--- config.mk ---
export PLATFORM = sky130hd
export DESIGN_NAME = slot_event_queue
export DESIGN_NICKNAME = d
export VERILOG_FILES = /design/src/rtl/slot_event_queue.sv
export SDC_FILE = /design/constraint.sdc
export NUM_CORES = 1
export LEC_CHECK = 0
export BUFFER_PORTS_ARGS = -buffer_cell sky130_fd_sc_hd__buf_2
export CAP_MARGIN = 10
export CORE_ASPECT_RATIO = 0.9
export CORE_MARGIN = 2
export CORE_UTILIZATION = 40
export CTS_CLUSTER_DIAMETER = 50
export DETAILED_ROUTE_END_ITERATION = 8
export SLEW_MARGIN = 25
export SYNTH_ARGS = -nofsm -noshare
export SYNTH_HDL_FRONTEND = slang
export SYNTH_SLANG_ARGS = --single-unit
--- constraint.sdc ---
create_clock -name clk -period 4 [get_ports clk]
set_input_delay 0.8 -clock clk [delete_from_list [all_inputs] [get_ports clk]]
set_output_delay 0.8 -clock clk [all_outputs]
set_load 0.01 [all_outputs]
--- src/rtl/slot_event_queue.sv ---
// slot_event_queue: debounces a bank of parking-slot switches and queues one
// enter/exit event per debounced change, lowest slot index first, into a
// small FIFO with a valid/ready consumer interface. Also tracks occupancy.
module slot_event_queue #(
  parameter int N_SLOTS      = 16,
  parameter int DEBOUNCE_CYC = 4,
  parameter int FIFO_DEPTH   = 8
) (
  input  logic                         clk,
  input  logic                         rst,
  input  logic [N_SLOTS-1:0]           SW,
  output logic                         ev_valid,
  input  logic                         ev_ready,
  output logic [$clog2(N_SLOTS)-1:0]   ev_slot,
  output logic                         ev_enter,
  output logic [$clog2(N_SLOTS+1)-1:0] occ_cnt,
  output logic                         lot_full,
  output logic                         q_full
);

  localparam int SLOT_W = $clog2(N_SLOTS);
  localparam int OCC_W  = $clog2(N_SLOTS + 1);
  localparam int AW     = $clog2(FIFO_DEPTH);
  localparam int CNT_W  = $clog2(DEBOUNCE_CYC) + 1;
  localparam int EV_W   = SLOT_W + 1;
  localparam logic [CNT_W-1:0] CNT_MAX = CNT_W'(DEBOUNCE_CYC - 1);

  // Number of set bits in a slot vector.
  function automatic logic [OCC_W-1:0] f_popcount(input logic [N_SLOTS-1:0] v);
    logic [OCC_W-1:0] c;
    c = '0;
    for (int i = 0; i < N_SLOTS; i++) begin
      c = c + {{(OCC_W-1){1'b0}}, v[i]};
    end
    return c;
  endfunction

  logic [N_SLOTS-1:0]             r_sync1;
  logic [N_SLOTS-1:0]             r_sw_s;
  logic [N_SLOTS-1:0]             r_stable;
  logic [N_SLOTS-1:0][CNT_W-1:0]  r_cnt;
  logic [N_SLOTS-1:0]             r_pending;
  logic [EV_W-1:0]                r_mem [FIFO_DEPTH];
  logic [AW:0]                    r_wr_ptr;
  logic [AW:0]                    r_rd_ptr;
  logic [OCC_W-1:0]               r_occ_cnt;
  logic                           r_lot_full;

  logic [N_SLOTS-1:0]             w_flip;
  logic [N_SLOTS-1:0][CNT_W-1:0]  w_cnt_nxt;
  logic [SLOT_W-1:0]              w_sel;
  logic                           w_has_pending;
  logic                           w_empty;
  logic                           w_full;
  logic                           w_pop;
  logic                           w_push;
  logic [N_SLOTS-1:0]             w_push_mask;
  logic [N_SLOTS-1:0]             w_pending_nxt;
  logic [EV_W-1:0]                w_push_data;
  logic [EV_W-1:0]                w_head;

  // Two-flop synchronizer on every raw switch bit.
  always_ff @(posedge clk or negedge rst) begin
    if (!rst) begin
      r_sync1 <= '0;
      r_sw_s  <= '0;
    end else begin
      r_sync1 <= SW;
      r_sw_s  <= r_sync1;
    end
  end

  // Per-slot debounce: count consecutive disagreeing samples, flip when the run is long enough.
  always_comb begin
    w_flip    = '0;
    w_cnt_nxt = r_cnt;
    for (int i = 0; i < N_SLOTS; i++) begin
      if (r_sw_s[i] == r_stable[i]) begin
        w_cnt_nxt[i] = '0;
      end else if (r_cnt[i] == CNT_MAX) begin
        w_flip[i]    = 1'b1;
        w_cnt_nxt[i] = '0;
      end else begin
        w_cnt_nxt[i] = r_cnt[i] + CNT_W'(1);
      end
    end
  end

  // Lowest-index pending slot; scanning downward leaves the smallest index last.
  always_comb begin
    w_sel         = '0;
    w_has_pending = |r_pending;
    for (int i = N_SLOTS - 1; i >= 0; i--) begin
      if (r_pending[i]) begin
        w_sel = SLOT_W'(i);
      end else begin
        w_sel = w_sel;
      end
    end
  end

  assign w_empty = (r_wr_ptr == r_rd_ptr);
  assign w_full  = (r_wr_ptr[AW] != r_rd_ptr[AW]) && (r_wr_ptr[AW-1:0] == r_rd_ptr[AW-1:0]);
  assign w_pop   = !w_empty && ev_ready;
  assign w_push  = w_has_pending && (!w_full || w_pop);

  // A pushed slot leaves the pending set; a flip toggles it, so a flip on the
  // push edge re-arms the slot and a flip back before dispatch cancels it.
  always_comb begin
    w_push_mask   = '0;
    w_push_data   = {r_stable[w_sel], w_sel};
    if (w_push) begin
      w_push_mask = {{(N_SLOTS-1){1'b0}}, 1'b1} << w_sel;
    end else begin
      w_push_mask = '0;
    end
    w_pending_nxt = (r_pending & ~w_push_mask) ^ w_flip;
  end

  // Debounced state, counters, pending mask and occupancy registers.
  always_ff @(posedge clk or negedge rst) begin
    if (!rst) begin
      r_stable   <= '0;
      r_cnt      <= '0;
      r_pending  <= '0;
      r_occ_cnt  <= '0;
      r_lot_full <= 1'b0;
    end else begin
      r_stable   <= r_stable ^ w_flip;
      r_cnt      <= w_cnt_nxt;
      r_pending  <= w_pending_nxt;
      r_occ_cnt  <= f_popcount(r_stable);
      r_lot_full <= (f_popcount(r_stable) == OCC_W'(N_SLOTS));
    end
  end

  // FIFO pointers carry one extra wrap bit to tell full from empty.
  always_ff @(posedge clk or negedge rst) begin
    if (!rst) begin
      r_wr_ptr <= '0;
      r_rd_ptr <= '0;
    end else begin
      if (w_push) begin
        r_wr_ptr <= r_wr_ptr + {{AW{1'b0}}, 1'b1};
      end
      if (w_pop) begin
        r_rd_ptr <= r_rd_ptr + {{AW{1'b0}}, 1'b1};
      end
    end
  end

  // FIFO storage; contents need no reset because the head is masked when empty.
  always_ff @(posedge clk) begin
    if (w_push) begin
      r_mem[r_wr_ptr[AW-1:0]] <= w_push_data;
    end
  end

  assign w_head   = r_mem[r_rd_ptr[AW-1:0]];
  assign ev_valid = !w_empty;
  assign ev_slot  = w_empty ? '0 : w_head[SLOT_W-1:0];
  assign ev_enter = w_empty ? 1'b0 : w_head[SLOT_W];
  assign occ_cnt  = r_occ_cnt;
  assign lot_full = r_lot_full;
  assign q_full   = w_full;

endmodule

Yosys cells after proc, flatten, opt, wreduce, memory -nomap -nowiden. Memory sizes are Yosys's and may differ from the RTL's. Index checks and enable logic that the tools add are counted.

Register bits: 126. Bits in latches: 0. Bits in writable memories: 40. Memory bits (read-only): 0. Bits of input ports: 19. Output and inout port bits: 13. Logic and storage cells: 194. Memories kept: 1.

Add/sub/neg operators: 33. Multiply operators: 0. Divide/modulo/power cells: 0. $lt $le $gt $ge: 1. Equality and inequality tests: 36. Shift-type cells: 1. Multiplexer cells: 87. Bitwise logic cells: 4. Reduce and logical (&&, ||, !) cells: 7.

Memories: r_mem (words 8, bits a word 5, rd ports 1, clocked after memory_dff 0, write ports 1, RTL line 43) `logic [EV_W-1:0] r_mem [FIFO_DEPTH];`.

Operators by type and width (count): 3-bit 2-to-1 mux (32); 4-bit 2-to-1 mux (17); 5-bit by 1-bit adder with 5-bit output (11); 3-bit by 1-bit adder with 3-bit output, second input constant (16); 3-bit by 2-bit equality test with 1-bit output, second input constant (16); 1-bit 2-to-1 mux (36); 16-bit bitwise XOR (2); 16-bit bitwise AND (1); 1-bit equality test (16); 16-bit 2-to-1 mux (1); 16-bit NOT (1); 16-bit OR reduction (1); 1-bit by 4-bit left shift with 16-bit output, first input constant (1); 4-bit by 1-bit adder with 4-bit output, second input constant (2); 4-bit by 1-bit adder with 5-bit output (1); 5-bit equality test, second input constant (1); 4-bit by 5-bit less-than comparator with 1-bit output, second input constant (1); 3-bit by 1-bit adder with 4-bit output (1); 1-bit binary-select mux with 4-bit select (1); 4-bit equality test (1); 2-bit by 1-bit adder with 3-bit output (1); 3-bit equality test (1); 1-bit logical AND (3); 1-bit by 1-bit adder with 2-bit output (1); other kinds (3) (4).

Logic depth before layout (Yosys ltp). Gate-level depths: netlist of run 1.

Word-level depth: 21. Gate-level depth with buffers: 12. Mapped depth without buffers: 12.

Least setup slack after synthesis of run 1. No wires, ideal clock.

Path kind: reg-to-reg. Start point: register (tool-made name). End point: register r_lot_full (netlist: lot_full). Setup time: 105 ps. Arrival time: 3451 ps. Required time: 3895 ps. Path slack: 444 ps. Cell stages (with the launch flop): 13. Path buffers: 0. Period minus slack after synthesis: 3556 ps. Path through: dfrtp_1 -> fa_1 -> inv_1 -> fa_1 -> fa_1 -> fa_1 -> inv_1 -> ha_1 -> inv_1 -> fa_1 -> nor2b_1 -> o21a_1 -> nor4b_1.

RTL lines: to (signal assigned) (RTL line 133) `r_lot_full <= (f_popcount(r_stable) == OCC_W'(N_SLOTS));`; to (decl) (RTL line 47) `logic r_lot_full;`.

==> flow_summary.toml, run 1 <==
[outcome]
outcome = "completed"

[yosys]
ys_seq_elements = 166
async_reset_ff_share_pct = 75.90
synth_xor_area_share_pct = 6.619
netlist_instances = 531
syn_area_um2 = 7146
ys_types = 54
yosys.area_share.simple_pct = 12.54
syn_area_per_cell_um2 = 13.46
yosysTopAreaCell = "dfrtp_1"
ys_seq_area_share_pct = 60.94
synth_edf_count = 40
synth_top_family_by_area = "simple AND/OR/NAND/NOR gates"
yosys_warnings = 0
synth.area.mux_share_pct = 6.461
netlist_top_cells_area = "dfrtp_1, edfxtp_1, xnor2_1"
synth.top_cell.area_share_pct = 44.13
synth_ff_type = "dfrtp_1"
synthesis.nets = 583
synth-adder-area-share_pct = 6.829
synth_compound_area_share_pct = 4.938

[routing]
num_vias = 4082
dr.first_iter.drc_count = 167
route.met2.wl_mm = 6.061
wl_met1_mm = 5.982
routed_wl_mm = 12.84
first_pass_iters = 4
route.met3.wl_um = 565
viasPerCell = 4.918
drtAntennaViolNets = 0
routed.top_layer = "met4"
wl_per_cell_um = 15.47
drc = 0

[timing]
fmax_mhz = 264.5
maxSlewHeadroom_pct = 40.20
setup_viol = 0
fin_crit_ns = 3.781
rsz0062_at_grt = "no"
worst_pin_slew_ns = 0.8902
drv_slew = 0
hold_viol = 0
fin_setup_tns_ns = 0
finClkSkew_ns = 0.005325
period_share_pct = 94.52

[placement]
gp_congestion = 0.8612
hpwl_mm = 9.305
numPortBuffers = 31

[clock_network]
h-tree-depth = 4
clock-sinks = 166
cts_root_buffer = "clkbuf_16"
cts_made_buffers = 17
post_cts_buffers = 0
tritoncts = "yes"
cts_buffer_depth = 2
clock_insertion_delay_worst_skew_ns = 0.42
clk_pin_slew_ns = 0.06

[critical_path]
required_ns = 4.31
crit_fanout = 5
arrival_ns = 4.09
start_kind = "register"
crit_type = "reg2reg"
endpoint_kind = "register"

[floorplanning]
coreArea_um2 = 17550
chipWidth_um = 144.9
initial_utilization_pct = 40.71
die_h_um = 130.8
rows = 46
io_pins = 32
dieArea_um2 = 18950

[grt]
grt_pass1_vias = 4261
antenna_found_initial = 0
grt_usage_pct = 15.32
grt_max_degree = 90
grt_pass1_wl_mm = 21.71
overflow = 0

[cells_and_area]
final_nets = 629
final_cell_mix = "dfrtp_1, nor2_1, xnor2_1"
diodes = 0
area_delta_synth_final_pct = 14.62
drive_gt1_share_pct = 17.63
layout.cells.most_common = "dfrtp_1"

[run]
maxCapViolCount = 0

[worst_hold_path]
hold_path_class = "reg2reg"
[per-layer routing]
layer  up-vias  GRT usage, %
li1       1944             -
met1      2045         20.66
met2        73         23.83
met3        20         4.118
met4         0         5.997
met5         -             0
[repair_timing]
item	CTS	global route
resized for setup	0	2
setup endpoints to repair	0	1
hold buffers	0	0
[critical path, stage by stage, from the launching register on]
cell	delay, ns
dfrtp_2	0.45
fa_1	0.55
inv_1	0.07
fa_1	0.48
fa_1	0.54
fa_1	0.41
inv_1	0.07
ha_1	0.16
inv_1	0.06
fa_1	0.40
xnor2_1	0.18
nor4b_2	0.32
[cell type report]
type | count | area, µm²
Clock inverter | 7 | 71.32
Fill cell | 1586 | 9364
Inverter | 25 | 93.84
Clock buffer | 25 | 493.0
Sequential cell | 166 | 4355
Tap cell | 240 | 300.3
Multi-Input combinational cell | 334 | 2688
Timing Repair Buffer | 33 | 188.9
[cells by family after synthesis]
| kind of cell | Yosys count |
|---|---|
| AND/OR/NAND/NOR | 168 |
| flip-flops | 166 |
| XOR/XNOR | 54 |
| AO/OA/AOI/OAI | 48 |
| adder cells (fa/ha/maj) | 33 |
| buffers and inverters | 31 |
| multiplexers | 31 |
[sequential cells by signal, indices dropped and copies added (netlist names), named ones only]
register   cells
r_sw_s        16
r_cnt         48
r_sync1       16
r_wr_ptr       4
lot_full       1
r_mem         40
r_pending     16
occ_cnt        5
r_rd_ptr       4
[final timing paths]
| path | from | to | slack (ns) | depth (start not counted) |
|---|---|---|---|---|
| hold reg to reg | r_sync1[3] | r_sw_s[3] | 0.34 | 0 |
| hold / removal | r_sync1[3] | r_sw_s[3] | 0.34 | 0 |
| max in group asynchronous | rst | r_sw_s[13] | 2.86 | 2 |
| setup reg to reg | register | lot_full | 0.22 | 11 |
| min in group asynchronous | rst | r_cnt[6] | 0.46 | 1 |
| setup / recovery | register | lot_full | 0.22 | 11 |
[synthesized netlist by cell type (all sizes together), types with 3 or more instances]
master  instances
dfrtp         126
and3           10
o21ai          22
mux4           10
nor3           11
nand3           6
a21oi           6
or3             3
ha             23
buf             3
fa             10
edfxtp         40
nor2           45
mux2i           6
o31ai           3
inv            24
nor3b          20
nand2          31
xnor2          41
o211ai          3
mux2           15
nand2b         19
xor2           13
nor2b          14
nor4            4
clkbuf          3
[per-stage QoR]
stage | cells | setup slack [ns] | util (%) | hold WS [ns] | instance area [µm²]
2_1_floorplan | 531 | 0.4440 | - | 0.3312 | 7146
3_3_place_gp | 798 | 0.2770 | 43.32 | 0.3322 | 7605
3_5_place_dp | 798 | 0.1080 | 43.34 | 0.3347 | 7609
4_1_cts | 830 | 0.07485 | 46.56 | 0.3486 | 8173
5_1_grt | 830 | 0.006109 | 46.66 | 0.3578 | 8190
6_report | 830 | 0.2190 | 46.66 | 0.3449 | 8190
Power of run 1 is not shown: default switching activity piles up to over one toggle a cycle in this logic, so the estimate is an artifact.
==> inputs of run 2 (changes only) <==
CELL_PAD_IN_SITES_DETAIL_PLACEMENT = 0   (was unset)
CELL_PAD_IN_SITES_GLOBAL_PLACEMENT = 1   (was unset)
PLACE_DENSITY_LB_ADDON = 0.1   (was unset)
==> flow_summary.toml, run 2 (synthesized netlist as in run 1, its figures left out) <==
[outcome]
outcome = "completed"

[grt]
grt_pass1_vias = 4110
antenna_found_initial = 0
grt_max_degree = 108
grt_usage_pct = 15.52
overflow = 0
grt_pass1_wl_mm = 21.89

[routing]
drc = 0
num_vias = 4003
routed_wl_mm = 13.00
drtAntennaViolNets = 0
dr.first_iter.drc_count = 145
first_pass_iters = 4
wl_per_cell_um = 15.66
viasPerCell = 4.823

[clock_network]
post_cts_buffers = 0
h-tree-depth = 4
cts_made_buffers = 17
clk_pin_slew_ns = 0.06
clock-sinks = 166
cts_buffer_depth = 2
cts_resized = 0
hold_buffers = 0
tritoncts = "yes"
clock_insertion_delay_worst_skew_ns = 0.43
cts_root_buffer = "clkbuf_16"

[timing]
maxSlewHeadroom_pct = 38.09
fmax_mhz = 263.7
rsz0062_at_grt = "no"
worst_pin_slew_ns = 0.9216
hold_viol = 0
drv_slew = 0
fin_crit_ns = 3.792
fin_setup_tns_ns = 0
period_share_pct = 94.79
finClkSkew_ns = 0.008406
setup_viol = 0

[floorplanning]
dieArea_um2 = 18950
initial_utilization_pct = 40.71
die_h_um = 130.8
coreArea_um2 = 17550
chipWidth_um = 144.9
rows = 46
io_pins = 32

[critical_path]
rrSetupSlack_ns = 0.21
start_kind = "register"
arrival_ns = 4.11
r2r_cells = 12
crit_type = "reg2reg"
crit_fanout = 5
required_ns = 4.32
endpoint_kind = "register"
reg2reg_to = "lot_full"

[cells_and_area]
drive_gt1_share_pct = 17.12
final_cell_mix = "dfrtp_1, nor2_1, xnor2_1"
final_nets = 631
fill_cells = 1575
diodes = 0
area_delta_synth_final_pct = 14.99
largest_register_ffs = 48
largest-register = "r_cnt"
layout.cells.most_common = "dfrtp_1"

[placement]
numPortBuffers = 31
hpwl_mm = 9.271
gp_congestion = 0.7605

[worst_hold_path]
min-delay-start = "r_sync1[13]"
hold_path_class = "reg2reg"
hold_end = "r_sw_s[13]"
hold_depth = 0

[run]
maxCapViolCount = 0
-- run 2: cell count changes in the layout (fill, tap and decap cells not counted), moves of 2 or more --
cell / previous run / this run
clkinvlp_4: 3 / 0
clkbuf_4: 2 / 0
clkbuf_16: 17 / 19
buf_4: 1 / 4
-- run 2: per-stage QoR --
stage               setup slack [ns]  hold slack (ns)  cells  area [µm²]  utilization, %
global placement              0.2579           0.3335    800        7611           43.36
finish                        0.2083           0.3473    830        8217           46.81
CTS                           0.1670           0.3485    830        8214           46.79
detailed placement            0.2280           0.3347    800        7611           43.36
floorplan                     0.4440           0.3312    531        7146               -
global route                0.002923           0.3560    830        8217           46.81
-- run 2: worst max-delay path by stage --
stage,to,cells past startpoint,startpoint,slack [ns]
detailed placement,lot_full,12,register,0.23
CTS,lot_full,12,register,0.17
global placement,lot_full,12,register,0.26
floorplan,lot_full,12,register,0.44
finish,lot_full,12,register,0.21
global route,lot_full,12,register,0.003
-- run 2: critical path: stages (launching register included) --
cell	delay, ns
dfrtp_1	0.45
fa_1	0.55
inv_1	0.07
fa_1	0.50
fa_1	0.55
fa_1	0.42
inv_1	0.06
ha_1	0.16
inv_1	0.05
fa_1	0.39
nor2b_1	0.13
o21a_1	0.13
nor4b_1	0.23
-- run 2: layer usage --
| layer | GRT usage, % | share of wire [%] | up-vias |
|---|---|---|---|
| li1 | - | - | 1951 |
| met1 | 22.37 | 52 | 1993 |
| met2 | 22.70 | 44 | 46 |
| met3 | 4.483 | 3.4 | 13 |
| met4 | 5.140 | 1.2 | 0 |
| met5 | 0 | 0 | - |
-- run 2: area by class of cell --
class / count / area, µm² / area share (%)
clock buffers: 23 / 510.5 / 6.213
clock inverters: 7 / 92.59 / 1.127
inverters: 25 / 93.84 / 1.142
multi-input cells: 334 / 2671 / 32.51
flip-flops and latches: 166 / 4354 / 52.99
well taps: 240 / 300.3 / 3.655
repair buffers: 35 / 193.9 / 2.360
Power of run 2 is left out for the same reason.
